File: src/rtl/mp_add_seq.sv
// Multi-precision add/subtract sequencer: one shared W-bit parallel-prefix adder
// walks the operands least significant word first, chaining the carry through a register.

module sum_prefix #(
  parameter int LOGWIDTH = 5
) (
  input  logic [(2**LOGWIDTH)-1:0] A,
  input  logic [(2**LOGWIDTH)-1:0] B,
  input  logic                     Cin,
  output logic [(2**LOGWIDTH)-1:0] S,
  output logic                     Cout
);
  localparam int W = 2**LOGWIDTH;

  // Kogge-Stone tree: level l holds group generate/propagate spanning 2**l bits ending at bit i.
  logic [W-1:0] g [0:LOGWIDTH];
  logic [W-1:0] p [0:LOGWIDTH];
  logic [W:0]   c;

  assign g[0] = A & B;
  assign p[0] = A ^ B;

  for (genvar l = 1; l <= LOGWIDTH; l++) begin : g_level
    localparam int D = 2**(l-1);
    for (genvar i = 0; i < W; i++) begin : g_bit
      if (i >= D) begin : g_merge
        assign g[l][i] = g[l-1][i] | (p[l-1][i] & g[l-1][i-D]);
        assign p[l][i] = p[l-1][i] & p[l-1][i-D];
      end else begin : g_pass
        assign g[l][i] = g[l-1][i];
        assign p[l][i] = p[l-1][i];
      end
    end
  end

  // Final prefixes span bit 0 upward, so the carry-in folds in with one AND-OR per bit.
  assign c[0] = Cin;
  for (genvar i = 0; i < W; i++) begin : g_carry
    assign c[i+1] = g[LOGWIDTH][i] | (p[LOGWIDTH][i] & Cin);
  end

  assign S    = p[0] ^ c[W-1:0];
  assign Cout = c[W];
endmodule

module mp_add_seq #(
  parameter int LOGWIDTH = 5,
  parameter int WORDS    = 4
) (
  input  logic                                  clk,
  input  logic                                  reset,
  input  logic                                  start_valid,
  output logic                                  start_ready,
  input  logic                                  sub,
  input  logic [WORDS*(2**LOGWIDTH)-1:0]        A,
  input  logic [WORDS*(2**LOGWIDTH)-1:0]        B,
  output logic                                  done_valid,
  input  logic                                  done_ready,
  output logic [WORDS*(2**LOGWIDTH)-1:0]        S,
  output logic                                  Cout,
  output logic                                  Ovf
);
  localparam int W    = 2**LOGWIDTH;
  localparam int N    = WORDS * W;
  localparam int IDXW = (WORDS > 1) ? $clog2(WORDS) : 1;
  localparam logic [IDXW-1:0] LAST = IDXW'(WORDS - 1);

  typedef enum logic [1:0] {IDLE, RUN, DONE} state_t;

  state_t          state;
  logic [N-1:0]    a_reg;
  logic [N-1:0]    b_reg;
  logic            sub_reg;
  logic            carry_reg;
  logic [IDXW-1:0] idx;

  logic [W-1:0]    add_a;
  logic [W-1:0]    add_b;
  logic            add_cin;
  logic [W-1:0]    add_s;
  logic            add_co;

  // NOTE: operand registers are pure datapath, only meaningful after an accept,
  // so they carry no reset and cost no reset routing.
  always_ff @(posedge clk) begin
    if (state == IDLE && start_valid) begin
      a_reg   <= A;
      b_reg   <= B;
      sub_reg <= sub;
    end
  end

  // Adder inputs are held at zero outside RUN so the tree does not toggle while idle.
  always_comb begin
    // NOTE: every output gets a default first so no path leaves it unassigned (no latch).
    add_a   = '0;
    add_b   = '0;
    add_cin = 1'b0;
    if (state == RUN) begin
      add_a   = a_reg[idx*W +: W];
      add_b   = b_reg[idx*W +: W] ^ {W{sub_reg}};
      add_cin = carry_reg;
    end
  end

  sum_prefix #(.LOGWIDTH(LOGWIDTH)) u_adder (
    .A    (add_a),
    .B    (add_b),
    .Cin  (add_cin),
    .S    (add_s),
    .Cout (add_co)
  );

  // NOTE: state and registered outputs use non-blocking assignments so every
  // read in this block sees the pre-edge value regardless of statement order.
  always_ff @(posedge clk) begin
    if (reset) begin
      state       <= IDLE;
      start_ready <= 1'b1;
      done_valid  <= 1'b0;
      S           <= '0;
      Cout        <= 1'b0;
      Ovf         <= 1'b0;
      idx         <= '0;
      carry_reg   <= 1'b0;
    end else begin
      case (state)
        IDLE: begin
          if (start_valid) begin
            carry_reg   <= sub;
            idx         <= '0;
            start_ready <= 1'b0;
            state       <= RUN;
          end
        end
        RUN: begin
          S[idx*W +: W] <= add_s;
          carry_reg     <= add_co;
          if (idx == LAST) begin
            Cout       <= add_co;
            Ovf        <= (add_a[W-1] == add_b[W-1]) && (add_s[W-1] != add_a[W-1]);
            done_valid <= 1'b1;
            state      <= DONE;
          end else begin
            idx <= idx + 1'b1;
          end
        end
        DONE: begin
          // start_valid is deliberately ignored here; a new command waits for IDLE.
          if (done_ready) begin
            done_valid  <= 1'b0;
            start_ready <= 1'b1;
            state       <= IDLE;
          end
        end
        default: begin
          state       <= IDLE;
          start_ready <= 1'b1;
          done_valid  <= 1'b0;
        end
      endcase
    end
  end
endmodule

File: config.mk
export PLATFORM = sky130hd
export DESIGN_NAME = mp_add_seq
export DESIGN_NICKNAME = d
export VERILOG_FILES = /design/src/rtl/mp_add_seq.sv
export SDC_FILE = /design/constraint.sdc
export NUM_CORES = 1
export LEC_CHECK = 0
export ABC_AREA = 1
export BUFFER_PORTS_ARGS = -buffer_cell sky130_fd_sc_hd__buf_4
export CAP_MARGIN = 20
export CORE_MARGIN = 1.5
export CORE_UTILIZATION = 59
export DETAILED_ROUTE_END_ITERATION = 6
export GPL_TIMING_DRIVEN = 0
export MAX_ROUTING_LAYER = met4
export PLACE_DENSITY_LB_ADDON = 0.12
export SLEW_MARGIN = 25
export SYNTH_ARGS = -nofsm -noshare
export SYNTH_HDL_FRONTEND = slang
export SYNTH_HIERARCHICAL = 1
export SYNTH_SLANG_ARGS = --single-unit
File: constraint.sdc
create_clock -name clk -period 14 [get_ports clk]
set_input_delay 1.4 -clock clk [delete_from_list [all_inputs] [get_ports clk]]
set_output_delay 1.4 -clock clk [all_outputs]
set_load 0.02 [all_outputs]
==> results of run 1 <==
power by group through the flow:
stage          Sequential [uW]  Clock [uW]  Combinational (uW)
2_1_floorplan             1360           0                 253
3_3_place_gp              1360           0                 432
3_5_place_dp              1350           0                 445
4_1_cts                   1320        1130                 450
5_1_grt                   1330        1170                 494
6_report                  1320        1120                 459
worst max path at each step:
| stage | startpoint | cells past startpoint | slack (ps) | end |
|---|---|---|---|---|
| after floorplan | start_valid | 5 | 6460 | idx[0]$_SDFFE_PP0P_ |
| after global placement | start_valid | 6 | 4460 | idx[0]$_SDFFE_PP0P_ |
| after detailed placement | idx[1]$_SDFFE_PP0P_ | 21 | 9820 | S[57]$_SDFFE_PP0P_ |
| after CTS | idx[1]$_SDFFE_PP0P_ | 21 | 9750 | S[125]$_SDFFE_PP0P_ |
| after global routing | idx[1]$_SDFFE_PP0P_ | 21 | 9320 | S[124]$_SDFFE_PP0P_ |
| final | idx[1]$_SDFFE_PP0P_ | 21 | 9590 | S[125]$_SDFFE_PP0P_ |
worst reg2reg max path: stages (launching register included):
cell      delay (ps)
dfxtp_1          430
buf_2            300
clkbuf_1         650
clkbuf_1         460
nor2_1            90
o21ai_0          120
a21oi_1          140
ha_1             440
nand2_2          100
nor2_4           140
nand3_2          100
nand3_2          160
nand2_1           80
nand2_1          160
nand2_1          110
nand2_1           80
nand2_1           50
nand2_1          220
nand2_1          100
nor2_1           190
nand2_1           90
a21oi_1          120
synth_stat cells (all sizes together) (2+ instances only):
| cell type | number |
|---|---|
| nand3 | 74 |
| nor3 | 10 |
| xor2 | 15 |
| clkbuf | 58 |
| nand3b | 3 |
| inv | 133 |
| edfxtp | 257 |
| nand2 | 513 |
| ha | 38 |
| o21ai | 163 |
| a21o | 2 |
| buf | 43 |
| o22a | 31 |
| a211oi | 2 |
| o21a | 5 |
| nor4 | 2 |
| nand4 | 6 |
| a21oi | 218 |
| nor2 | 278 |
| dfxtp | 137 |
final cells by class:
class	instances	share of cell area [%]
timing repair buffer	394	13.2
multi-input combinational	1366	28.4
clock inverter	17	0.867
sequential	394	45.9
clock buffer	59	5.30
inverter	133	2.23
tap	390	2.14
buffer	101	1.98
layer usage:
metal  vias to the layer above  global-route usage (%)  routed length [um]  share of wire, %
met5                         -                       -                   0                 0
met2                       889                    59.0               26700                49
met3                       135                    4.23                4520               8.2
met1                      7447                    43.9               21400                39
met4                         0                    14.1                2200               4.0
li1                       7560                       -                   -                 -
per-stage QoR:
stage	setup slack (ps)	hold slack [ps]
finish	9590	465
global route	9320	483
floorplan	6460	455
CTS	9750	468
detailed placement	9820	459
global placement	4460	452
logic make-up after synthesis:
group / after synthesis / synth area share, %
and+or+nand+nor: 886 / 20.0
AOI/OAI and AO/OA: 425 / 12.7
DFF: 394 / 58.5
buffers and inverters: 234 / 5.32
adders and majority gates: 39 / 2.77
xor gates and xnor gates: 16 / 0.783
==> impl_metrics.py, run 1 <==
metrics = {
    "outcome": {
        "status": "complete, no violations",
    },
    "grt": {
        "grt_use_total_pct": 35.3,
        "antenna_found_initial": 0,
        "grt_pass1_wl_um": 81700,
        "grt_pass1_vias": 15300,
        "grt_max_degree": 104,
        "grt.overflow.total": 0,
    },
    "synthesis": {
        "synth_area_per_cell_um2": 8.97,
        "netlist.area_leader.share_pct": 43.1,
        "synthFlopType": "edfxtp_1",
        "post_synth_num_cell_types": 40,
        "yosys.area.top_type": "edfxtp_1",
        "synth-seq-cells": 394,
        "ys_async_sr_fraction_pct": 0,
        "synth_edf_count": 257,
        "synth_area_leaders": "edfxtp_1, dfxtp_1, nand2_1, a21oi_1, nor2_1",
        "yosysSeqAreaShare_pct": 58.5,
        "syn-cell-area_mm2": 0.0179,
        "syn_nets": 2294,
        "syn-instance-count": 1994,
        "yosysWarnings": 6,
    },
    "floorplan": {
        "dieArea_mm2": 0.0314,
        "start_util_pct": 60.2,
        "die_h_um": 177,
        "placeableCoreArea_mm2": 0.0297,
        "placementRows": 63,
        "die_x_um": 177,
        "ios": 393,
    },
    "min_path": {
        "whs_path_depth": 2,
        "holdPathEnd": "S[70]$_SDFFE_PP0P_",
        "hold_class": "flop to flop",
        "worst_hold_startpoint": "S[70]$_SDFFE_PP0P_",
    },
    "setup_path": {
        "r2r_cells": 21,
        "r2r_end": "S[125]$_SDFFE_PP0P_",
        "critPathKind": "flop to flop",
        "arrival_ps": 4870,
        "cp-end-kind": "flop",
        "worstSetupStartpointType": "flop",
        "cpPeakStageDelay_ps": 640,
        "reg2reg_slack_ps": 9590,
        "critical_path_buf_inv_count": 3,
        "cp_data_required_time_ps": 14460,
        "critPathMaxFanout": 10,
        "cp_common_cell": "nand2_1",
        "r2r_start": "idx[1]$_SDFFE_PP0P_",
        "critPathSlowestCell": "clkbuf_1",
        "crit_chain": "buf_2, clkbuf_1, clkbuf_1, nor2_1, o21ai_0, a21oi_1, ha_1, nand2_2, nor2_4, nand3_2, nand3_2, nand2_1, nand2_1, nand2_1, nand2_1, nand2_1, nand2_1, nand2_1, nor2_1, nand2_1, a21oi_1",
        "path_delay_family": "simple AND/OR/NAND/NOR gates",
    },
    "placed_design": {
        "dpl.cell_count": 2778,
        "placed_cell_area_mm2": 0.0214,
        "dp_hpwl_um": 41000,
        "portBuffers": 392,
        "gp_congestion": 0.935,
    },
    "sta": {
        "finalCritPeriodShare_pct": 31.5,
        "max-slew-margin-rel_pct": 46.3,
        "tns_ps": 0,
        "fin_crit_ps": 4410,
        "hold_violations": 0,
        "rsz0062_at_grt": "no",
        "maxSlewViolCount": 0,
        "final-setup-viol-count": 0,
        "worstMarginPinSlew_ps": 806,
        "skew_ps": 17.5,
        "clock.fmax_mhz": 227,
    },
    "cts": {
        "clk_latency_ps": 540,
        "cts_tree": "built",
        "cts_hold_buf": 0,
        "cts_buffers": 41,
        "cts_sinks": 394,
        "post_cts_resized": 0,
        "cts_setup_buffers": 0,
        "cts-htree-levels": 2,
        "cts_root_buf": "clkbuf_16",
        "clockBufferDepth": 3,
        "path_clk_slew_ps": 60,
    },
    "final_layout": {
        "finish.utilization_pct": 76.7,
        "final_nets": 2731,
        "n_fill_cell": 2038,
        "fin_cells": 2854,
        "seqCellArea_mm2": 0.0105,
        "insertedDiodeCount": 0,
        "final_common_cell": "nand2_1",
        "final_area_mm2": 0.0228,
        "drive_above_1_share_pct": 21.3,
        "multiInputGateArea_mm2": 0.00648,
        "final_cell_mix": "nand2_1, buf_4, nor2_1, edfxtp_1, a21oi_1",
        "area_delta_synth_final_pct": 27.4,
    },
    "routing": {
        "wirelength_um": 54800,
        "wl_per_cell_um": 19.2,
        "via_per_inst": 5.62,
        "final_antenna_net_count": 0,
        "dr.pass1.iters": 6,
        "drt_iter0_markers": 1704,
        "via_count": 16000,
        "post-route-drc-count": 0,
    },
    "job": {
        "cap_violations": 0,
    },
    "pwr": {
        "p_clk_share_pct": 38.7,
        "power_uw": 2910,
        "p_sw_uw": 774,
        "ir_drop_uv": 104,
        "p_int_uw": 2130,
        "combPwrFrac_pct": 15.8,
        "seq_power_share_pct": 45.5,
        "p_leak_uw": 0.00965,
        "p_per_area_mw_per_mm2": 128,
        "sw_frac_of_total_pct": 26.6,
    },
}
(Power assumes the default switching activity.)
==> run 2: changes to the inputs <==
--- a/config.mk
+++ b/config.mk
@@ -5,11 +5,11 @@
 export SDC_FILE = /design/constraint.sdc
 export NUM_CORES = 1
 export LEC_CHECK = 0
-export ABC_AREA = 1
+export ABC_AREA = 0
 export BUFFER_PORTS_ARGS = -buffer_cell sky130_fd_sc_hd__buf_4
 export CAP_MARGIN = 20
 export CORE_MARGIN = 1.5
-export CORE_UTILIZATION = 59
+export CORE_UTILIZATION = 54
 export DETAILED_ROUTE_END_ITERATION = 6
 export GPL_TIMING_DRIVEN = 0
 export MAX_ROUTING_LAYER = met4
==> constraint.sdc (replaced) <==
create_clock -name clk -period 4.6 [get_ports clk]
set_input_delay 0.46 -clock clk [delete_from_list [all_inputs] [get_ports clk]]
set_output_delay 0.46 -clock clk [all_outputs]
set_load 0.02 [all_outputs]
==> run 2 against run 1 <==
The run now ends with DRC left; routed wire length decreased by 23%; sequential share of layout area increased by 2.9 points; power increased to 2.8 times the previous value; worst hold slack got worse by 370 ps; combinational power increased by 120%.
==> impl_metrics.py, run 2 <==
metrics = {
    "outcome": {
        "status": "complete, but fails checks",
        "violations": "DRC",
    },
    "synthesis": {
        "synthFlopType": "edfxtp_1",
        "syn-cell-area_mm2": 0.0163,
        "syn_nets": 1422,
        "yosys.area_share.simple_pct": 8.94,
        "post_synth_num_cell_types": 63,
        "syn-instance-count": 1122,
        "synth_top_family_by_area": "compound AO/OA/AOI/OAI gates",
        "yosysSeqAreaShare_pct": 64.2,
        "synth_xor_xnor_area_share_pct": 2.84,
        "netlist.area_leader.share_pct": 47.4,
        "synth_edf_count": 257,
        "yosys.area.top_type": "edfxtp_1",
        "synth-seq-cells": 394,
        "ys_async_sr_fraction_pct": 0,
        "yosysWarnings": 6,
        "yosys-top-cells-count": "edfxtp_1, nor2_1, dfxtp_1, a22oi_1, mux4_2",
        "synth_area_per_cell_um2": 14.5,
        "synth_compound_area_share_pct": 9.71,
        "synth.most_common_cell": "edfxtp_1",
        "synth.area.mux_share_pct": 8.97,
        "synthAdderAreaFrac_pct": 3.04,
        "synth_area_leaders": "edfxtp_1, dfxtp_1, mux4_2, a22oi_1, nor2_1",
    },
    "sta": {
        "finalCritPeriodShare_pct": 93.2,
        "skew_ps": 16.5,
        "max-slew-margin-rel_pct": 39.5,
        "fin_crit_ps": 4290,
        "hold_violations": 0,
        "clock.fmax_mhz": 233,
        "final-setup-viol-count": 0,
        "timing.hold.ws_ps": 97.6,
        "maxSlewViolCount": 0,
        "final.setup.worst_slack_ps": 311,
        "worstMarginPinSlew_ps": 901,
    },
    "setup_path": {
        "worstSetupStartpointType": "flop",
        "path_depth": 18,
        "cpPeakStageDelay_ps": 530,
        "critPathMaxFanout": 10,
        "cp-end-kind": "flop",
        "critical_path_buf_inv_count": 2,
        "arrival_ps": 4730,
        "r2r_cells": 18,
        "critPathKind": "flop to flop",
        "path_delay_family": "compound AO/OA/AOI/OAI gates",
        "cp_data_required_time_ps": 5040,
        "crit_chain": "buf_6, buf_8, mux4_2, xnor2_1, nor2_1, ha_4, a21o_1, a21oi_1, o221ai_4, o2111ai_4, o2111ai_4, nand2_1, o221ai_2, nor2_1, xnor2_2, nor2b_1, mux2i_1, o31ai_2",
        "critPathSlowestCell": "mux4_2",
    },
    "floorplan": {
        "placeableCoreArea_mm2": 0.0296,
        "dieArea_mm2": 0.0312,
        "placementRows": 63,
        "start_util_pct": 55.0,
        "ios": 393,
        "die_x_um": 177,
        "die_h_um": 177,
    },
    "cts": {
        "clk_latency_ps": 530,
        "cts_root_buf": "clkbuf_16",
        "cts_hold_buf": 0,
        "clockBufferDepth": 3,
        "cts_sinks": 394,
        "cts_tree": "built",
        "cts_buffers": 41,
        "path_clk_slew_ps": 60,
        "cts-htree-levels": 2,
    },
    "grt": {
        "grt.overflow.total": 0,
        "antenna_found_initial": 2,
        "grt_pass1_wl_um": 62600,
        "grt_max_degree": 20,
        "grt_use_total_pct": 27.7,
        "grt_pass1_vias": 11100,
    },
    "routing": {
        "via_per_inst": 5.55,
        "wl_per_cell_um": 21.2,
        "post-route-drc-count": 4,
        "drt_iter0_markers": 738,
        "final_antenna_net_count": 0,
        "wirelength_um": 42500,
        "dr.pass1.iters": 7,
        "via_count": 11100,
    },
    "placed_design": {
        "dp_slack_ps": -459,
        "placed_cell_area_mm2": 0.0200,
        "portBuffers": 392,
        "dp_hpwl_um": 32500,
        "gp_congestion": 0.848,
    },
    "final_layout": {
        "area_delta_synth_final_pct": 31.5,
        "final_common_cell": "buf_4",
        "final_area_mm2": 0.0214,
        "n_fill_cell": 2017,
        "final_nets": 1883,
        "finish.utilization_pct": 72.3,
        "drive_above_1_share_pct": 40.0,
        "final_cell_mix": "buf_4, edfxtp_1, nor2_1, dfxtp_1, a22oi_1",
    },
    "pwr": {
        "p_per_area_mw_per_mm2": 381,
        "ir_drop_uv": 374,
        "p_leak_uw": 0.00833,
    },
    "min_path": {
        "whs_path_depth": 1,
        "hold_class": "primary input to flop",
    },
    "job": {
        "cap_violations": 0,
    },
}
==> run 2: kinds of logic after synthesis <==
family | Yosys count
xor gates and xnor gates | 52
DFF | 394
and+or+nand+nor | 300
muxes | 66
adders and majority gates | 39
AOI/OAI and AO/OA | 199
buffers and inverters | 72
==> run 2: metrics by stage <==
| step | power [uW] | cells | TNS (ps) |
|---|---|---|---|
| after floorplan | 4630 | 1122 | -743880 |
| after global placement | 5010 | 1904 | -1321090 |
| after detailed placement | 5040 | 1923 | -3450 |
| after CTS | 8180 | 1997 | 0 |
| after global routing | 8410 | 2006 | -25.0 |
| final | 8150 | 2006 | 0 |
==> run 2: worst paths after layout <==
check / startpoint / to / slack [ps]
setup / recovery: idx[0]$_SDFFE_PP0P_ / Ovf$_SDFFE_PP0P_ / 310
hold / removal: A[66] / a_reg[66]$_DFFE_PP_ / 100
setup reg to reg: idx[0]$_SDFFE_PP0P_ / Ovf$_SDFFE_PP0P_ / 310
hold reg to reg: Cout$_SDFFE_PP0P_ / Cout$_SDFFE_PP0P_ / 470
==> run 2: where the power goes <==
part	total, uW	switching (uW)	internal (uW)	leakage [uW]
Sequential	3990	49.6	3940	0.00355
Clock	3170	1310	1860	0.000631
Combinational	991	535	456	0.00414
==> run 2: worst register-to-register path, delay by kind of cell, from the launching register on <==
| family | cells | cell delay [ps] |
|---|---|---|
| multiplexers | 2 | 620 |
| adder cells (fa/ha/maj) | 1 | 280 |
| flip-flops | 1 | 370 |
| AO/OA/AOI/OAI | 7 | 1440 |
| XOR/XNOR | 2 | 310 |
| buffers and inverters | 2 | 370 |
| AND/OR/NAND/NOR | 4 | 820 |
==> run 2: timing repair <==
action                                  4_1_cts  5_1_grt
endpoints found under the setup margin       37       42
buffers inserted                              1        7
resized for setup                             5       15
pin swaps                                     1        5
==> run 2: area by class of cell <==
class                   count  area, um2  area share (%)
flip-flops and latches    394      10500            48.8
inverters                   6       25.0           0.117
well taps                 390        488            2.28
repair buffers            419       3240            15.1
clock buffers              59       1190            5.55
plain buffers              65        383            1.79
diodes                      2       5.00          0.0234
clock inverters            15        104           0.485
multi-input cells         656       5530            25.8
==> run 2: routing by layer <==
layer | vias to the layer above | global-route usage, % | part of all wire (%)
met4 | 0 | 7.31 | 2.2
met2 | 514 | 45.5 | 49
li1 | 5187 | - | -
met1 | 5378 | 34.8 | 41
met5 | - | - | 0
met3 | 64 | 6.31 | 8.1
